===== config.mk =====
export PLATFORM = sky130hd
export DESIGN_NAME = crc16_lfsr_step
export DESIGN_NICKNAME = d
export VERILOG_FILES = /design/src/rtl/crc_pkg.sv /design/src/rtl/crc16_lfsr_step.sv
export SDC_FILE = /design/constraint.sdc
export NUM_CORES = 1
export LEC_CHECK = 0
export CAP_MARGIN = 0
export CELL_PAD_IN_SITES_DETAIL_PLACEMENT = 0
export CELL_PAD_IN_SITES_GLOBAL_PLACEMENT = 1
export CORE_MARGIN = 2
export CORE_UTILIZATION = 16
export DETAILED_ROUTE_END_ITERATION = 8
export GPL_ROUTABILITY_DRIVEN = 0
export PLACE_DENSITY_LB_ADDON = 0.2
export SETUP_SLACK_MARGIN = 0.1
export SLEW_MARGIN = 20
export SYNTH_ARGS = -nofsm -noshare
export SYNTH_HDL_FRONTEND = slang
export SYNTH_SLANG_ARGS = --single-unit

===== constraint.sdc =====
create_clock -name vclk -period 1.1
set_input_delay 0.11 -clock vclk [all_inputs]
set_output_delay 0.11 -clock vclk [all_outputs]
set_load 0.01 [all_outputs]

===== src/rtl/crc_pkg.sv =====
// Shared CRC-16 (x^16+x^12+x^5+1) constants and FSM state type, common to
// the PUSCH CRC16 generator and the receive-side checker.
package crc_pkg;

   localparam int CRC_W = 16;

   // Feedback taps land on bits 0, 5 and 12 of the LFSR.
   localparam logic [CRC_W-1:0] CRC16_POLY_TAPS = 16'h1021;

   typedef enum logic [1:0] {
      IDLE    = 2'd0,
      PAYLOAD = 2'd1,
      PARITY  = 2'd2,
      REPORT  = 2'd3
   } crc_state_t;

endpackage


===== src/rtl/crc16_lfsr_step.sv =====
// Single-bit CRC-16 LFSR update, shared with the transmitter so both ends
// use an identical bit mapping. Holds the register when en is low.
module crc16_lfsr_step
   import crc_pkg::*;
(
   input  logic [CRC_W-1:0] lfsr,
   input  logic             data,
   input  logic             en,
   output logic [CRC_W-1:0] next
);

   logic fb;

   assign fb = data ^ lfsr[0];

   // Shift toward the MSB; tap bit 0 of the mask also injects fb into bit 0.
   always_comb begin
      next = lfsr;
      if (en) begin
         next = {lfsr[CRC_W-2:0], 1'b0} ^ ({CRC_W{fb}} & CRC16_POLY_TAPS);
      end
   end

endmodule


; ---- Word-level counts from Yosys, hierarchy flattened
; Index checks and enable logic that the tools add are counted.
[op_classes]
bitwise_logic = 2
n_mux = 1
[op_table]
columns = cell, count
row1 = 16-bit two-way mux, 1
row2 = 16-bit by 13-bit XOR with 16-bit output, 1
row3 = 1-bit XOR, 1
[word_totals]
register_bits = 0
out_inout_bits = 16

; ---- Logic depth before layout (Yosys ltp)
[depth]
word_depth = 3
ltp_mapped = 4
mapped_depth_nobuf = 2

; ---- Worst setup path before layout
; No wires, ideal clock.
[synth_path]
kind = input-to-output
start = in en
end = out next[10]
path_slack_ps = 178
arrival_time_ps = 812
required_ps = 990
cell_stages = 3
path_buffers = 2
cell_sequence = buf_2 buf_4 mux2_2
[synth_between]
elab_chain_len = 1
[synth_rtl]
columns = element, line
row1 = start: declaration, crc16_lfsr_step.sv:8  ; input logic en,
row2 = 16-bit two-way mux, crc16_lfsr_step.sv:19  ; if (en) begin
row3 = end: declaration, crc16_lfsr_step.sv:9  ; output logic [CRC_W-1:0] next
; No other way between the ends.

; ---- Worst setup path after layout
[layout_path]
start = in lfsr[11]
end = out next[12]
[layout_between]
elab_chain_len = 2
[layout_rtl]
columns = element, line
row1 = start: declaration, crc16_lfsr_step.sv:6  ; input logic [CRC_W-1:0] lfsr,
row2 = 16-bit by 13-bit XOR with 16-bit output, crc16_lfsr_step.sv:20  ; next = {lfsr[CRC_W-2:0], 1'b0} ^ ({CRC_W{fb}} & CRC16_POLY_TAPS);
row3 = 16-bit two-way mux, crc16_lfsr_step.sv:19
; No other way between the ends.

==> flow_summary_export.csv <==
group,metric,value,unit
outcome,status,"complete, no violations",
sta,worst_slew_pin_slew,98.9,ps
synth,synth.distinct_cells,7,
floorplanning,io_pins,34,
synth,netlist_instances,21,
floorplanning,die_w,43.5,um
worst_setup_path,endpoint,"next[12]",
power_and_ir_drop,finalPower,0.000346,W
placed_design,place_ws,-799,ps
route,viasPerCell,4.16,
route,vias,320,
synth,synthTopCellsByArea,"mux2_2, xor3_1, mux2_4",
worst_setup_path,critPathRequiredTime,990,ps
worst_setup_path,slowest_delay,390,ps
sta,setup_tns,0,ps
global_routing,grt_overflow,0,
worst_setup_path,cp_max_fo,2,
sta,fin_ws,32.0,ps
final_layout,drive_above_1_share,70.5,%
sta,fmax,936,MHz
route,drtIter0Drc,1,
worst_setup_path,crit_chain,"buf_6 > xor3_1 > mux2_4 > buf_6",
final_layout,clkbuf_count,0,
power_and_ir_drop,max-vdd-ir-drop,0.000200,V
synth,ys_seq_area_share,0,%
final_layout,nNetsFinal,81,
floorplanning,core,1490,um2
global_routing,grt_max_degree,9,
synth,synth_fp_nets,39,
synth,yosysTopAreaCell,"mux2_2",
power_and_ir_drop,p_per_area,476,nW/um2
final_layout,fill_cells,148,
placed_design,dp_cells,72,
global_routing,antenna_found_initial,0,
min_path,hp-class,"in2out",
final_layout,seqCellArea,0,um2
floorplanning,rows,14,
placed_design,port_buffers,34,
final_layout,area_growth,192,%
global_routing,grt_usage,8.70,%
final_layout,insertedDiodeCount,0,
floorplanning,initial_core_util,16.7,%
job,cap_violations,0,
sta,fin_crit_sh,97.1,%
route,post_drt_wl_per_cell,11.4,um
power_and_ir_drop,p_leak,0.389,nW
sta,rsz0062_at_grt,"yes",
route,drt_pass1_iterations,2,
synth,yosysWarnings,0,
sta,slew_headroom,93.4,%
route,drc,0,
synth,avgSynthCellArea,11.9,um2
worst_setup_path,arrival,960,ps
min_path,min_from,"lfsr[15]",
synth,synth_top_area_share,58.8,%
final_layout,nFlopsAndLatches,0,
worst_setup_path,crit_path_end_kind,"output pin",
clock_network,ctsHoldBuffers,0,
placed_design,hpwlAfterDp,601,um
worst_setup_path,crit_path_frequent_cell,"buf_6",
worst_setup_path,worstSetupStartpoint,"lfsr[11]",
global_routing,grt_pass1_wl,1320,um
sta,hold_violations,0,
global_routing,grt_pass1_vias,278,
synth,synthesis.area,249,um2
sta,maxSlewViolCount,0,
floorplanning,die_h,43.5,um
sta,finalSetupViolations,0,
worst_setup_path,cp_slowest_cell,"xor3_1",
floorplanning,dieArea,1890,um2
final_layout,fin_cells,77,
final_layout,post-route-util,48.8,%
worst_setup_path,setup.worst_path.start_class,"input pin",
worst_setup_path,worst-setup-path-type,"in2out",
sta,period_minus_slack,1070,ps
route,wirelength,878,um
route,ant_nets,0,
[layout by cell type (no fill, tap or decap)]
cell type and n:
buf_12 1, buf_16 1, buf_2 1, buf_4 7
buf_6 17, buf_8 1, clkdlybuf4s50_1 2, dlygate4sd2_1 10
dlymetal6s2s_1 2, mux2_2 6, mux2_4 9, nand2_1 1
xnor2_1 1, xor3_1 2
[critical path, delay by kind of cell]
family | cells | cell delay [ps]
multiplexers | 1 | 270
buffers and inverters | 2 | 190
XOR/XNOR | 1 | 390
[stage by stage]
step	cell area [um2]	hold slack (ps)
after global routing	727	560
after CTS	697	627
after global placement	632	1280
final	727	535
after detailed placement	632	1290
after floorplan	249	308
[area by class of cell]
cell class         count  area [um2]  area share (%)
multi-input cells     19         263            36.1
well taps             16        20.0            2.75
repair buffers        42         444            61.1
[worst min-delay path by stage]
| stage | cells past startpoint | end | slack [ps] |
|---|---|---|---|
| 2_1_floorplan | 1 | next[0] | 310 |
| 3_3_place_gp | 4 | next[0] | 1280 |
| 3_5_place_dp | 4 | next[0] | 1290 |
| 4_1_cts | 4 | next[11] | 630 |
| 5_1_grt | 3 | next[15] | 560 |
| 6_report | 3 | next[15] | 530 |
[metal layers]
metal | global-route usage (%) | share of wire [%] | vias up
li1 | - | - | 160
met1 | 13.1 | 43 | 146
met2 | 14.0 | 48 | 14
met3 | 1.25 | 8.9 | 0
met4 | 0 | 0 | 0
met5 | 0 | 0 | -
[synthesized netlist by cell type]
| master | count |
|---|---|
| mux2_4 | 2 |
| nand2_1 | 1 |
| buf_2 | 1 |
| buf_4 | 1 |
| xnor2_1 | 1 |
| mux2_2 | 13 |
| xor3_1 | 2 |
[power by group]
part / switching [W] / total [W] / leakage (nW) / internal, W
clock network: 0 / 0 / 0 / 0
logic: 0.000108 / 0.000346 / 0.389 / 0.000238
registers: 0 / 0 / 0 / 0
[kinds of logic (layout without fill, tap and decap cells)]
logic type | after synthesis | after routing | synth area share (%)
simple gates | 1 | 1 | 1.51
xor+xnor | 3 | 3 | 22.6
mux | 15 | 15 | 70.9
buf+inv | 2 | 42 | 5.02
[repair_timing]
item	in CTS	in global routing
pin swaps	2	1
resized for setup	114	9
setup buffers	2	2
setup endpoints to repair	16	10
cloned	1	0
No activity file was read; power rests on OpenSTA's default activity.
